**src/rtl/mux_stim_pkg.sv**
```systemverilog
// -----------------------------------------------------------------------------
// mux_stim_pkg
// Shared types and constants for the mux stimulus sequencer.
//   mode_e   : pattern family selected at sequence start
//   state_e  : sequencer FSM states
//   LFSR_TAPS: Galois tap mask for x^16+x^14+x^13+x^11+1 (right-shifting form)
//   to_mode(): maps the raw 2-bit mode input onto mode_e (reserved code -> WALK)
// -----------------------------------------------------------------------------
package mux_stim_pkg;

   typedef enum logic [1:0] {
      MODE_WALK    = 2'd0,
      MODE_EXHAUST = 2'd1,
      MODE_LFSR    = 2'd2
   } mode_e;

   typedef enum logic [1:0] {
      ST_IDLE = 2'd0,
      ST_RUN  = 2'd1,
      ST_DONE = 2'd2
   } state_e;

   localparam logic [15:0] LFSR_TAPS = 16'hB400;

   // The reserved encoding 2'd3 runs the walking pattern.
   function automatic mode_e to_mode(input logic [1:0] raw);
      case (raw)
         2'd1:    return MODE_EXHAUST;
         2'd2:    return MODE_LFSR;
         default: return MODE_WALK;
      endcase
   endfunction

endpackage

```
**src/rtl/mux_stim_lfsr.sv**
```systemverilog
// -----------------------------------------------------------------------------
// mux_stim_lfsr
// 16-bit Galois LFSR used as the pseudo-random pattern source.
// Ports:
//   clk     in   clock, rising edge
//   rst_n   in   asynchronous active-low reset (state returns to SEED)
//   load_i  in   reload SEED on the next edge (has priority over advance)
//   adv_i   in   advance one LFSR step on the next edge
//   lfsr_o  out  current LFSR state
// -----------------------------------------------------------------------------
module mux_stim_lfsr
   import mux_stim_pkg::*;
#(
   parameter logic [15:0] SEED = 16'h1
) (
   input  logic        clk,
   input  logic        rst_n,
   input  logic        load_i,
   input  logic        adv_i,
   output logic [15:0] lfsr_o
);

   logic [15:0] lfsr_q;
   logic [15:0] lfsr_d;

   always_comb begin
      // NOTE: every combinational output gets a default first so no path
      // leaves it unassigned, which would otherwise infer a latch.
      lfsr_d = lfsr_q;
      if (load_i) begin
         lfsr_d = SEED;
      end else if (adv_i) begin
         lfsr_d = (lfsr_q >> 1) ^ (lfsr_q[0] ? LFSR_TAPS : 16'h0000);
      end
   end

   // NOTE: sequential state uses non-blocking assignments so all registers
   // update together at the edge regardless of statement order.
   always_ff @(posedge clk or negedge rst_n) begin
      if (!rst_n) begin
         lfsr_q <= SEED;
      end else begin
         lfsr_q <= lfsr_d;
      end
   end

   assign lfsr_o = lfsr_q;

endmodule

```
**src/rtl/mux_stim_gen.sv**
```systemverilog
// -----------------------------------------------------------------------------
// mux_stim_gen
// Clocked stimulus sequencer for N_IN:1 mux benches and BIST. Steps through a
// mode-selected pattern list, holding each pattern HOLD cycles, and supplies
// the expected mux output with it.
// Ports:
//   clk, rst_n  clock (rising edge) / asynchronous active-low reset
//   start       begin a sequence (only honoured in IDLE, loses to abort)
//   abort       end a running sequence at once, no done pulse
//   mode        0 WALK, 1 EXHAUST, 2 LFSR, 3 treated as WALK
//   data_out    mux data stimulus
//   sel_out     mux select stimulus, always < N_IN
//   exp_out     expected mux output, data_out[sel_out]
//   strobe      last cycle of each hold; checker samples here
//   busy        pattern being driven
//   done        one-cycle pulse after a completed sequence
//   step_idx    index of the pattern currently driven
// Timing: the internal FSM/counters lead the output registers by one cycle, so
// a start sampled at edge t shows step 0 from edge t+1 and done at t+S*HOLD+1.
// -----------------------------------------------------------------------------
module mux_stim_gen
   import mux_stim_pkg::*;
#(
   parameter int          N_IN       = 4,
   parameter int          HOLD       = 10,
   parameter int          LFSR_STEPS = 64,
   parameter logic [15:0] LFSR_SEED  = 16'h1,
   localparam int         SEL_W      = $clog2(N_IN),
   localparam int         STEP_W     = N_IN + SEL_W + 1
) (
   input  logic              clk,
   input  logic              rst_n,
   input  logic              start,
   input  logic              abort,
   input  logic [1:0]        mode,
   output logic [N_IN-1:0]   data_out,
   output logic [SEL_W-1:0]  sel_out,
   output logic              exp_out,
   output logic              strobe,
   output logic              busy,
   output logic              done,
   output logic [STEP_W-1:0] step_idx
);

   localparam int HOLD_W = $clog2(HOLD + 1);

   localparam logic [HOLD_W-1:0] HOLD_LAST = HOLD_W'(HOLD - 1);
   localparam logic [STEP_W-1:0] LAST_WALK = STEP_W'(2 * N_IN - 1);
   localparam logic [STEP_W-1:0] LAST_EXH  = STEP_W'(N_IN * (2 ** N_IN) - 1);
   localparam logic [STEP_W-1:0] LAST_LFSR = STEP_W'(LFSR_STEPS - 1);

   if (N_IN < 2 || N_IN > 8) begin : g_bad_n_in
      $error("mux_stim_gen: N_IN must be in 2..8");
   end
   if (HOLD < 1) begin : g_bad_hold
      $error("mux_stim_gen: HOLD must be >= 1");
   end
   if (LFSR_STEPS < 1 || LFSR_STEPS > 2 ** STEP_W) begin : g_bad_steps
      $error("mux_stim_gen: LFSR_STEPS out of range for step counter");
   end
   if (LFSR_SEED == 16'h0000) begin : g_bad_seed
      $error("mux_stim_gen: LFSR_SEED must be nonzero");
   end

   state_e              state_q;
   mode_e               mode_q;
   logic [HOLD_W-1:0]   hold_q;
   logic [STEP_W-1:0]   step_q;

   logic [N_IN-1:0]     data_q;
   logic [SEL_W-1:0]    sel_q;
   logic                exp_q;
   logic                strobe_q;
   logic                busy_q;
   logic                done_q;
   logic [STEP_W-1:0]   step_idx_q;

   logic [15:0]         lfsr;
   logic                lfsr_load;
   logic                lfsr_adv;
   logic                hold_last;
   logic                last_step;
   logic [SEL_W-1:0]    lfsr_sel;
   logic [N_IN-1:0]     data_d;
   logic [SEL_W-1:0]    sel_d;
   logic                exp_d;

   assign hold_last = (hold_q == HOLD_LAST);
   assign lfsr_load = (state_q == ST_IDLE) && start && !abort;
   assign lfsr_adv  = (state_q == ST_RUN) && !abort && hold_last;

   mux_stim_lfsr #(
      .SEED   (LFSR_SEED)
   ) u_lfsr (
      .clk    (clk),
      .rst_n  (rst_n),
      .load_i (lfsr_load),
      .adv_i  (lfsr_adv),
      .lfsr_o (lfsr)
   );

   // Pattern for the current internal step; registered into the outputs below.
   always_comb begin
      data_d    = '0;
      sel_d     = '0;
      lfsr_sel  = lfsr[15 -: SEL_W];
      last_step = 1'b0;
      case (mode_q)
         MODE_EXHAUST: begin
            // Data is the fast-moving field, select the slow one.
            data_d    = step_q[N_IN-1:0];
            sel_d     = step_q[N_IN +: SEL_W];
            last_step = (step_q == LAST_EXH);
         end
         MODE_LFSR: begin
            data_d = lfsr[N_IN-1:0];
            // Fold out-of-range selects back below N_IN with one subtraction.
            if ({1'b0, lfsr_sel} >= (SEL_W + 1)'(N_IN)) begin
               sel_d = lfsr_sel - SEL_W'(N_IN);
            end else begin
               sel_d = lfsr_sel;
            end
            last_step = (step_q == LAST_LFSR);
         end
         default: begin
            // Even step: channel at 0, odd step: same channel driven to 1.
            sel_d     = step_q[SEL_W:1];
            data_d    = step_q[0] ? (N_IN'(1) << sel_d) : '0;
            last_step = (step_q == LAST_WALK);
         end
      endcase
      exp_d = data_d[sel_d];
   end

   always_ff @(posedge clk or negedge rst_n) begin
      if (!rst_n) begin
         state_q    <= ST_IDLE;
         mode_q     <= MODE_WALK;
         hold_q     <= '0;
         step_q     <= '0;
         data_q     <= '0;
         sel_q      <= '0;
         exp_q      <= 1'b0;
         strobe_q   <= 1'b0;
         busy_q     <= 1'b0;
         done_q     <= 1'b0;
         step_idx_q <= '0;
      end else begin
         // Outputs idle at zero unless the RUN/DONE branches drive them.
         data_q     <= '0;
         sel_q      <= '0;
         exp_q      <= 1'b0;
         strobe_q   <= 1'b0;
         busy_q     <= 1'b0;
         done_q     <= 1'b0;
         step_idx_q <= '0;
         case (state_q)
            ST_IDLE: begin
               if (start && !abort) begin
                  state_q <= ST_RUN;
                  mode_q  <= to_mode(mode);
                  hold_q  <= '0;
                  step_q  <= '0;
               end
            end
            ST_RUN: begin
               if (abort) begin
                  state_q <= ST_IDLE;
               end else begin
                  data_q     <= data_d;
                  sel_q      <= sel_d;
                  exp_q      <= exp_d;
                  strobe_q   <= hold_last;
                  busy_q     <= 1'b1;
                  step_idx_q <= step_q;
                  if (hold_last) begin
                     hold_q <= '0;
                     if (last_step) begin
                        state_q <= ST_DONE;
                     end else begin
                        step_q <= step_q + STEP_W'(1);
                     end
                  end else begin
                     hold_q <= hold_q + HOLD_W'(1);
                  end
               end
            end
            ST_DONE: begin
               done_q  <= 1'b1;
               state_q <= ST_IDLE;
            end
            default: state_q <= ST_IDLE;
         endcase
      end
   end

   assign data_out = data_q;
   assign sel_out  = sel_q;
   assign exp_out  = exp_q;
   assign strobe   = strobe_q;
   assign busy     = busy_q;
   assign done     = done_q;
   assign step_idx = step_idx_q;

endmodule

```
**config.mk**
```make
export PLATFORM = sky130hd
export DESIGN_NAME = mux_stim_gen
export DESIGN_NICKNAME = d
export VERILOG_FILES = /design/src/rtl/mux_stim_pkg.sv /design/src/rtl/mux_stim_lfsr.sv /design/src/rtl/mux_stim_gen.sv
export SDC_FILE = /design/constraint.sdc
export NUM_CORES = 1
export LEC_CHECK = 0
export CAP_MARGIN = 20
export CORE_ASPECT_RATIO = 0.9
export CORE_MARGIN = 2
export CORE_UTILIZATION = 50
export CTS_CLUSTER_DIAMETER = 150
export DETAILED_ROUTE_END_ITERATION = 16
export GPL_ROUTABILITY_DRIVEN = 0
export PLACE_DENSITY = 0.73
export SYNTH_ARGS = -nofsm -noshare
export SYNTH_HDL_FRONTEND = slang
export SYNTH_SLANG_ARGS = --single-unit
```
**constraint.sdc**
```tcl
create_clock -name clk -period 1.7 [get_ports clk]
set_input_delay 0.51 -clock clk [delete_from_list [all_inputs] [get_ports clk]]
set_output_delay 0.51 -clock clk [all_outputs]
set_load 0.05 [all_outputs]
```
Yosys cells after proc, flatten, opt, wreduce, memory -nomap -nowiden
Index checks and enable logic that the tools add are counted.
- multiplexer cells: 37
- reduce and logical (&&, ||, !) cells: 14
- equal/unequal tests: 15
- $mul: 0
- $add $sub $neg: 2
- divide/modulo/power cells: 0
- bitwise operators: 1
- magnitude comparators: 1
- shift operators: 1
- operator list (operator ; count):
    16-bit two-way mux ; 3
    7-bit two-way mux ; 6
    4-bit two-way mux ; 6
    4-bit one-hot mux with 2 select lines ; 2
    15-bit by 16-bit XOR with 16-bit output ; 1
    7-bit one-hot mux with 2 select lines ; 1
    2-bit two-way mux ; 6
    2-bit one-hot mux with 2 select lines ; 3
    1-bit two-way mux ; 9
    7-bit by 1-bit adder with 7-bit output (second input constant) ; 1
    7-bit by 3-bit == test with 1-bit output (second input constant) ; 1
    7-bit by 6-bit == test with 1-bit output (second input constant) ; 1
    2-bit by 1-bit == test with 1-bit output (second input constant) ; 3
    2-bit == test (second input constant) ; 3
    2-bit inequality test (second input constant) ; 3
    3-bit inequality test (second input constant) ; 2
    3-bit AND reduction ; 2
    1-bit logical AND ; 5
    5-bit AND reduction ; 1
    4-bit by 1-bit adder with 4-bit output (second input constant) ; 1
    4-bit == test (second input constant) ; 1
    2-bit nonzero test ; 2
    1-bit by 2-bit << shifter with 4-bit output (first input constant) ; 1
    2-bit by 3-bit < comparator with 1-bit output (second input constant) ; 1
    6 further kinds ; 6
- bits of input ports: 6
- memories: 0
- memory bits (writable): 0
- bits in latches: 0
- bits in registers: 48
- memory bits (read-only): 0

Logic depth before layout (Yosys ltp)
Gate-level depths: netlist (run 1).
- depth after elaboration: 7
- gate-level depth with buffers: 8
- gate-level depth less buffers: 7

Cells and area by module
A second synthesis (run 1) with hierarchy kept.
- cells, all modules: 205
- area, all modules: 2301.0 µm²
- modules (own cells, without submodules) (module ; seq. area each (µm²) ; cells an instance ; instances ; area an instance (µm²)):
    mux_stim_gen ; 800.8 ; 150 ; 1 ; 1591.5
    mux_stim_lfsr ; 401.6 ; 55 ; 1 ; 709.4

Least setup slack after synthesis (run 1)
Ideal clock, no wire load.
- path type: reg-to-reg
- start: register mode_q[0]
- end: register step_q[3]
- cell stages (with the launch flop): 7
- arrival time: 1.717 ns
- data required time: 1.567 ns
- clock period less this slack: 1.850 ns
- slack: -0.150 ns
- buffers on the path: 0
- setup time: 0.133 ns
- path through: dfrtp_1 inv_1 ha_1 or4b_4 a211o_1 a31oi_1 a31oi_1
- cells in the longest elaborated chain, start to end: 5
- ends and longest elaborated chain (what ; line ; text):
    from (decl) ; mux_stim_gen.sv:66 ; mode_e mode_q;
    from (signal assigned) ; mux_stim_gen.sv:161 ; mode_q <= to_mode(mode);
    2-bit == test / 2-bit by 1-bit == test with 1-bit output (equally long branches) ; mux_stim_gen.sv:108 ; case (mode_q)
    2-bit OR reduction (no source line) * ; -- ;
    1-bit two-way mux * ; -- ;
    2-bit inequality test (no source line) * ; -- ;
    5-bit AND reduction (no source line) * ; -- ;
    to (signal assigned) ; mux_stim_gen.sv:181 ; step_q <= step_q + STEP_W'(1);
    to (decl) ; mux_stim_gen.sv:68 ; logic [STEP_W-1:0] step_q;
Every way passes the cells marked *; elsewhere a longest branch is shown, timed or not.
A chain may end at the register's enable or synchronous reset.

Worst setup path in the final report (run 1)
- start: register mode_q[1]
- end: register step_q[3]
The elaborated chain is that of the path after synthesis.

==> impl_metrics.xml, run 1 <==
<?xml version="1.0" encoding="UTF-8"?>
<metrics>
  <group name="pwr">
    <metric name="p_leak" unit="nW">1.38</metric>
    <metric name="largest_voltage_drop_on_the_vdd_net" unit="mV">0.608</metric>
    <metric name="power.density_cell_area" unit="nW/µm²">931</metric>
    <metric name="p_total" unit="mW">2.83</metric>
  </group>
  <group name="synthesis">
    <metric name="yosys_most_used_dff" unit="">sky130_fd_sc_hd__dfrtp_1</metric>
    <metric name="ys_ff_latch" unit="">48</metric>
    <metric name="synth_largest_area_cell" unit="">sky130_fd_sc_hd__dfrtp_1</metric>
    <metric name="synth.top_cells.by_area" unit="">sky130_fd_sc_hd__dfrtp_1 53%, sky130_fd_sc_hd__nand2_1 6.0%, sky130_fd_sc_hd__o21ai_0 3.4%</metric>
    <metric name="ys_seq_area_share" unit="%">54.5</metric>
    <metric name="synth_enable_flop_cells" unit="">0</metric>
    <metric name="synthMostInstantiatedCell" unit="">sky130_fd_sc_hd__dfrtp_1</metric>
    <metric name="yosys.area.top_type_share" unit="%">53.3</metric>
    <metric name="synth_net_count" unit="">226</metric>
    <metric name="synth_area" unit="µm²">2210</metric>
    <metric name="post_synth.cell_area_avg" unit="µm²">10.3</metric>
    <metric name="syn-instance-count" unit="">215</metric>
    <metric name="ys_async_sr_fraction" unit="%">100</metric>
    <metric name="ys_top_cells_by_count" unit="">47 x sky130_fd_sc_hd__dfrtp_1, 35 x sky130_fd_sc_hd__nand2_1, 15 x sky130_fd_sc_hd__o21ai_0, 14 x sky130_fd_sc_hd__nand3_1, 11 x sky130_fd_sc_hd__a21oi_1</metric>
    <metric name="yosysWarnings" unit="">0</metric>
    <metric name="synth.distinct_cells" unit="">59</metric>
  </group>
  <group name="floorplan">
    <metric name="die-height" unit="µm">67.0</metric>
    <metric name="fp.dieArea" unit="µm²">4960</metric>
    <metric name="initial_core_util" unit="%">53.1</metric>
    <metric name="horizontal_die_dimension" unit="µm">74.0</metric>
    <metric name="placement_rows" unit="">22</metric>
    <metric name="io-pin-count" unit="">23</metric>
    <metric name="design.core.area" unit="µm²">4160</metric>
  </group>
  <group name="grt">
    <metric name="grt_first_pass_wirelength" unit="µm">8320</metric>
    <metric name="grt_overflow_total" unit="">0</metric>
    <metric name="vias_in_the_first_global_route" unit="">1777</metric>
    <metric name="grt_use_total" unit="%">22.4</metric>
    <metric name="grt.met2_usage" unit="%">35.5</metric>
    <metric name="largest_net_degree_at_the_start_of_global_routing" unit="">49</metric>
    <metric name="groute.layer.met3.usage" unit="%">4.99</metric>
    <metric name="grt_util_met1" unit="%">29.0</metric>
    <metric name="grt_antenna_before_repair" unit="">0</metric>
    <metric name="grt_busiest_layer" unit="">met2</metric>
  </group>
  <group name="critical_path">
    <metric name="worstSetupStartpoint" unit="">mode_q[1]</metric>
    <metric name="worstSetupPathType" unit="">register to register</metric>
    <metric name="cpLargestDelayFamily" unit="">compound AO/OA/AOI/OAI gates</metric>
    <metric name="path_cells" unit="">ha_4, or4b_4, a211oi_4, o21ai_1, a31oi_1</metric>
    <metric name="endpoint_kind" unit="">register</metric>
    <metric name="critPathLaunchType" unit="">register</metric>
    <metric name="timing.critical_path.buf_inv" unit="">0</metric>
    <metric name="delay_of_the_slowest_critical_path_stage" unit="ns">0.49</metric>
    <metric name="cpMaxStageDelayCell" unit="">sky130_fd_sc_hd__or4b_4</metric>
    <metric name="crit_arrival" unit="ns">2.18</metric>
    <metric name="crit-reg2reg-launch" unit="">mode_q[1]</metric>
    <metric name="timing.critical_path.required" unit="ns">1.91</metric>
    <metric name="critPathMaxFanout" unit="">4</metric>
  </group>
  <group name="sta">
    <metric name="worst_pin_slew" unit="ns">0.422</metric>
    <metric name="final_critical_path_share_of_the_clock_period" unit="%">116</metric>
    <metric name="slew-limit-headroom" unit="%">71.5</metric>
    <metric name="fin_worst_skew" unit="ns">0.00435</metric>
    <metric name="final-max-slew-violation-count" unit="">0</metric>
    <metric name="finalHoldViolCount" unit="">0</metric>
    <metric name="final.setup.worst_slack" unit="ns">-0.267</metric>
    <metric name="achievable-frequency" unit="GHz">0.508</metric>
    <metric name="final.min_clock_period" unit="ns">1.97</metric>
    <metric name="finalSetupViolCount" unit="">9</metric>
    <metric name="rsz_0062_raised_after_global_routing" unit="">yes</metric>
    <metric name="hold_ws" unit="ns">0.176</metric>
  </group>
  <group name="finish">
    <metric name="synthToLayoutAreaGrowth" unit="%">37.7</metric>
    <metric name="design_area" unit="µm²">3040</metric>
    <metric name="n_fill_cell" unit="">287</metric>
    <metric name="num_antenna_cells" unit="">0</metric>
    <metric name="fin_nets" unit="">275</metric>
    <metric name="post_route_cells_drive_above_1_share" unit="%">30.9</metric>
  </group>
  <group name="placed_design">
    <metric name="dpl_worst_slack" unit="ns">-0.572</metric>
    <metric name="numPortBuffers" unit="">22</metric>
    <metric name="hpwlAfterDp" unit="µm">3250</metric>
    <metric name="placement.cell_area" unit="µm²">2860</metric>
  </group>
  <group name="job">
    <metric name="max_cap_violations" unit="">0</metric>
  </group>
  <group name="detailed_routing">
    <metric name="drt-wirelength-per-cell" unit="µm">15.1</metric>
    <metric name="num_vias" unit="">1819</metric>
    <metric name="totalWireLength" unit="µm">4900</metric>
    <metric name="vias_per_instance" unit="">5.60</metric>
    <metric name="route.detailed.drc" unit="">0</metric>
    <metric name="drt.antenna.violating_nets" unit="">0</metric>
    <metric name="first_drt_iteration_drcs" unit="">165</metric>
    <metric name="detailed_routing_iterations_pass_1" unit="">4</metric>
  </group>
  <group name="clocking">
    <metric name="cts_max_path_buffers" unit="">2</metric>
    <metric name="numCtsBuffers" unit="">5</metric>
    <metric name="worstSkewPairLatency" unit="ns">0.30</metric>
    <metric name="cts_num_sinks" unit="">48</metric>
    <metric name="cts-hold-fix-buffers" unit="">0</metric>
    <metric name="clkSlewWorstSetupHoldPaths" unit="ns">0.09</metric>
    <metric name="cts_tree" unit="">done</metric>
    <metric name="clock-root-buffer" unit="">sky130_fd_sc_hd__clkbuf_8</metric>
    <metric name="cts_max_level" unit="">2</metric>
  </group>
  <group name="status">
    <metric name="status" unit="">finished, violations left</metric>
    <metric name="violations" unit="">negative setup slack</metric>
  </group>
  <group name="min_path">
    <metric name="min-delay-path-class" unit="">input port to asynchronous set/reset pin</metric>
  </group>
</metrics>
## placed cells by master, fill, tap and decap left out, types with 2 or more instances in the layout
cell type and count:
sky130_fd_sc_hd__nand3_1 13, sky130_fd_sc_hd__o21a_1 2, sky130_fd_sc_hd__xnor2_1 3, sky130_fd_sc_hd__and2_1 7, sky130_fd_sc_hd__nand3_2 2, sky130_fd_sc_hd__o21ai_0 12
sky130_fd_sc_hd__inv_1 4, sky130_fd_sc_hd__inv_2 2, sky130_fd_sc_hd__nand2_1 35, sky130_fd_sc_hd__a21oi_1 10, sky130_fd_sc_hd__a22oi_1 3, sky130_fd_sc_hd__or4b_4 2
sky130_fd_sc_hd__o21ai_2 2, sky130_fd_sc_hd__o21ai_1 3, sky130_fd_sc_hd__clkbuf_8 5, sky130_fd_sc_hd__buf_12 18, sky130_fd_sc_hd__buf_4 27, sky130_fd_sc_hd__ha_1 3
sky130_fd_sc_hd__clkdlybuf4s50_1 3, sky130_fd_sc_hd__a31oi_1 2, sky130_fd_sc_hd__dfrtp_1 47, sky130_fd_sc_hd__buf_6 3, sky130_fd_sc_hd__nand3b_1 3, sky130_fd_sc_hd__and2b_1 2
sky130_fd_sc_hd__nor2_1 9
## flip-flops by register name, summed over array words and instances (netlist names)
| signal | cells |
|---|---|
| data_out | 4 |
| state_q | 2 |
| step_idx | 7 |
| strobe | 1 |
| hold_q | 4 |
| mode_q | 2 |
| exp_out | 1 |
| busy | 1 |
| sel_out | 2 |
| step_q | 7 |
| done | 1 |
| u_lfsr.lfsr_o | 16 |
## layer usage
metal | vias up | part of all wire (%)
met2 | 69 | 48
met4 | 0 | 3.5
met3 | 20 | 5.1
li1 | 856 | -
met5 | - | 0
met1 | 874 | 43
## repair_timing
| item | CTS | global route |
|---|---|---|
| setup buffers | 2 | 0 |
| resized for setup | 8 | 11 |
| pin swaps | 6 | 5 |
| endpoints found under the setup margin | 32 | 14 |
## final timing paths
check | to | slack [ns] | cells after the start
min in group clk | u_lfsr.lfsr_o[7] | 0.47 | 2
min | step_q[1] | 0.18 | 2
max reg2reg | step_q[3] | -0.27 | 5
max in group asynchronous | u_lfsr.lfsr_o[0] | 1.24 | 2
max | step_q[3] | -0.27 | 5
min reg2reg | u_lfsr.lfsr_o[7] | 0.47 | 2
## cell type report
cell class              count  area (µm²)  area share [%]
clock buffers               6        72.6            2.39
clock inverters             2        35.0            1.15
inverters                   7        28.8           0.947
multi-input cells         149         983            32.4
flip-flops and latches     48        1200            39.6
well taps                  60        75.1            2.47
repair buffers             53         641            21.1
## power by group
group	leakage, nW	internal [mW]	switching, mW
registers	0.657	1.21	0.0552
logic	0.672	0.356	0.396
clock network	0.0552	0.437	0.381
## metrics by stage
stage | utilization, % | cells | setup TNS (ns)
floorplan | - | 215 | -0.632
detailed placement | 68.8 | 315 | -14.92
global route | 73.1 | 325 | -2.35
finish | 73.1 | 325 | -1.81
global placement | 68.8 | 315 | -13.44
CTS | 72.3 | 325 | -1.61
## worst register-to-register path, cell delays in order (launching register included)
cell and delay, ns:
sky130_fd_sc_hd__dfrtp_1 0.42, sky130_fd_sc_hd__ha_4 0.29, sky130_fd_sc_hd__or4b_4 0.49, sky130_fd_sc_hd__a211oi_4 0.34, sky130_fd_sc_hd__o21ai_1 0.13, sky130_fd_sc_hd__a31oi_1 0.22
## cells by family (layout without fill, tap and decap cells)
kind of cell,Yosys count,in the layout,synth area share [%]
fa+ha+maj,5,5,2.84
simple gates,87,87,20.4
mux,1,1,0.510
flops,48,48,54.5
compound gates,52,52,16.1
xor+xnor,4,4,1.59
buf+inv,18,68,4.08
No activity file was read; power rests on OpenSTA's default activity.
==> run 2, diff against run 1 <==
Settings changed: ABC_AREA from default to 0, REMOVE_ABC_BUFFERS from default to 1.
==> run 2 against run 1 <==
Effect of this change: the run still ends with negative setup slack left; wire length down 5.4%; combinational power about the same; hold slack worse by 0.096 ns; total power up 0.41%; register-to-register slack better by 0.05 ns; cell count up 1.2%; die area unchanged; highest routed layer unchanged.
==> impl_metrics.xml, run 2 (synthesized netlist as in run 1, its figures left out) <==
<?xml version="1.0" encoding="UTF-8"?>
<metrics>
  <group name="status">
    <metric name="status" unit="">finished, violations left</metric>
    <metric name="violations" unit="">negative setup slack</metric>
  </group>
  <group name="grt">
    <metric name="grt_antenna_before_repair" unit="">0</metric>
    <metric name="grt_use_total" unit="%">21.5</metric>
    <metric name="grt_first_pass_wirelength" unit="µm">7920</metric>
    <metric name="vias_in_the_first_global_route" unit="">1708</metric>
    <metric name="largest_net_degree_at_the_start_of_global_routing" unit="">20</metric>
    <metric name="grt_overflow_total" unit="">0</metric>
  </group>
  <group name="placed_design">
    <metric name="hpwlAfterDp" unit="µm">3280</metric>
    <metric name="dp_cells" unit="">320</metric>
    <metric name="numPortBuffers" unit="">22</metric>
    <metric name="dpl_worst_slack" unit="ns">-0.526</metric>
  </group>
  <group name="finish">
    <metric name="area.sequential" unit="µm²">1200</metric>
    <metric name="num_antenna_cells" unit="">0</metric>
    <metric name="layout_commonest_cell" unit="">sky130_fd_sc_hd__dfrtp_1</metric>
    <metric name="multiInputGateArea" unit="µm²">997</metric>
    <metric name="synthToLayoutAreaGrowth" unit="%">39.4</metric>
    <metric name="n_fill_cell" unit="">266</metric>
    <metric name="layout.cells.non_filler" unit="">329</metric>
    <metric name="layout_common_cells" unit="">47 x sky130_fd_sc_hd__dfrtp_1, 35 x sky130_fd_sc_hd__nand2_1, 32 x sky130_fd_sc_hd__buf_4</metric>
    <metric name="post_route_cells_drive_above_1_share" unit="%">32.3</metric>
    <metric name="fin_nets" unit="">279</metric>
    <metric name="final_core_util" unit="%">74.0</metric>
    <metric name="largest_register_ffs" unit="">16</metric>
  </group>
  <group name="floorplan">
    <metric name="horizontal_die_dimension" unit="µm">74.0</metric>
    <metric name="design.core.area" unit="µm²">4160</metric>
    <metric name="die-height" unit="µm">67.0</metric>
    <metric name="placement_rows" unit="">22</metric>
    <metric name="fp.dieArea" unit="µm²">4960</metric>
    <metric name="io-pin-count" unit="">23</metric>
    <metric name="initial_core_util" unit="%">53.1</metric>
  </group>
  <group name="clocking">
    <metric name="cts_num_sinks" unit="">48</metric>
    <metric name="cts_tree" unit="">done</metric>
    <metric name="cts_max_level" unit="">2</metric>
    <metric name="clkSlewWorstSetupHoldPaths" unit="ns">0.09</metric>
    <metric name="numCtsBuffers" unit="">5</metric>
    <metric name="cts_max_path_buffers" unit="">2</metric>
    <metric name="worstSkewPairLatency" unit="ns">0.30</metric>
    <metric name="clock-root-buffer" unit="">sky130_fd_sc_hd__clkbuf_8</metric>
  </group>
  <group name="detailed_routing">
    <metric name="detailed_routing_iterations_pass_1" unit="">5</metric>
    <metric name="route.detailed.drc" unit="">0</metric>
    <metric name="vias_per_instance" unit="">5.40</metric>
    <metric name="drt.antenna.violating_nets" unit="">0</metric>
    <metric name="num_vias" unit="">1777</metric>
    <metric name="totalWireLength" unit="µm">4640</metric>
    <metric name="drt-wirelength-per-cell" unit="µm">14.1</metric>
    <metric name="first_drt_iteration_drcs" unit="">95</metric>
  </group>
  <group name="sta">
    <metric name="aggregate_negative_setup_slack" unit="ns">-1.47</metric>
    <metric name="finalHoldViolCount" unit="">0</metric>
    <metric name="final.min_clock_period" unit="ns">1.92</metric>
    <metric name="final_critical_path_share_of_the_clock_period" unit="%">113</metric>
    <metric name="fin_worst_skew" unit="ns">0.00490</metric>
    <metric name="achievable-frequency" unit="GHz">0.522</metric>
    <metric name="finalSetupViolCount" unit="">9</metric>
    <metric name="slew-limit-headroom" unit="%">78.7</metric>
    <metric name="final.setup.worst_slack" unit="ns">-0.215</metric>
    <metric name="rsz_0062_raised_after_global_routing" unit="">yes</metric>
    <metric name="final-max-slew-violation-count" unit="">0</metric>
    <metric name="worst_pin_slew" unit="ns">0.316</metric>
  </group>
  <group name="pwr">
    <metric name="p_leak" unit="nW">1.41</metric>
    <metric name="power.density_cell_area" unit="nW/µm²">924</metric>
    <metric name="largest_voltage_drop_on_the_vdd_net" unit="mV">0.544</metric>
    <metric name="p_total" unit="mW">2.84</metric>
  </group>
  <group name="min_path">
    <metric name="min-delay-path-class" unit="">input port to asynchronous set/reset pin</metric>
  </group>
  <group name="critical_path">
    <metric name="critPathMaxFanout" unit="">6</metric>
    <metric name="regToRegSetupSlack" unit="ns">-0.22</metric>
    <metric name="critPathLaunchType" unit="">register</metric>
    <metric name="endpoint_kind" unit="">register</metric>
    <metric name="crit_arrival" unit="ns">2.10</metric>
    <metric name="critical_path.reg2reg.endpoint" unit="">step_q[3]</metric>
    <metric name="worstSetupPathType" unit="">register to register</metric>
    <metric name="timing.critical_path.required" unit="ns">1.89</metric>
    <metric name="crit-reg2reg-launch" unit="">mode_q[1]</metric>
    <metric name="r2r.worst_path.cells" unit="">5</metric>
  </group>
  <group name="job">
    <metric name="max_cap_violations" unit="">0</metric>
  </group>
</metrics>
-- run 2: cell type report --
cell class | count | share of cell area, %
Clock buffer | 5 | 2.24
Sequential cell | 48 | 39.1
Timing Repair Buffer | 57 | 21.4
Clock inverter | 3 | 1.51
Inverter | 7 | 0.895
Tap cell | 60 | 2.44
Multi-Input combinational cell | 149 | 32.4
-- run 2: through the flow --
stage                     cell area [µm²]  hold WS, ns
after global routing                 3080       0.0758
after global placement               2870        0.415
after floorplan                      2140        0.214
after CTS                            3040       0.0785
final                                3080       0.0799
after detailed placement             2870        0.415
-- run 2: critical path: stages, from the launching register on --
cell	delay, ns
sky130_fd_sc_hd__dfrtp_1	0.42
sky130_fd_sc_hd__ha_4	0.27
sky130_fd_sc_hd__or4b_4	0.48
sky130_fd_sc_hd__a211o_4	0.39
sky130_fd_sc_hd__a31oi_1	0.18
sky130_fd_sc_hd__a31oi_1	0.05
-- run 2: power breakdown --
group	leakage (nW)	internal [mW]	switching (mW)	total, mW
clock network	0.0548	0.443	0.389	0.832
logic	0.700	0.370	0.381	0.751
registers	0.657	1.21	0.0531	1.26
total	1.41	2.02	0.823	2.84
-- run 2: per-layer routing --
layer | GRT usage (%) | vias to the layer above | wire, µm
met3 | 4.99 | 10 | 195
met4 | 8.41 | 0 | 101
met5 | 0 | - | 0
li1 | - | 867 | -
met2 | 33.8 | 54 | 2210
met1 | 28.6 | 846 | 2120
-- run 2: worst max-delay path by stage --
stage | from | to | cells after the start
global placement | abort | hold_q[3] | 5
global route | mode_q[1] | step_q[2] | 5
floorplan | abort | step_q[4] | 4
CTS | mode_q[1] | step_q[1] | 5
detailed placement | abort | step_q[6] | 5
finish | mode_q[1] | step_q[3] | 5
-- run 2: what timing repair did --
action / in CTS / in global routing
endpoints found under the setup margin: 31 / 18
hold buffers: 0 / 0
pin swaps: 10 / 4
gates resized for setup: 12 / 8
setup buffers: 1 / 0
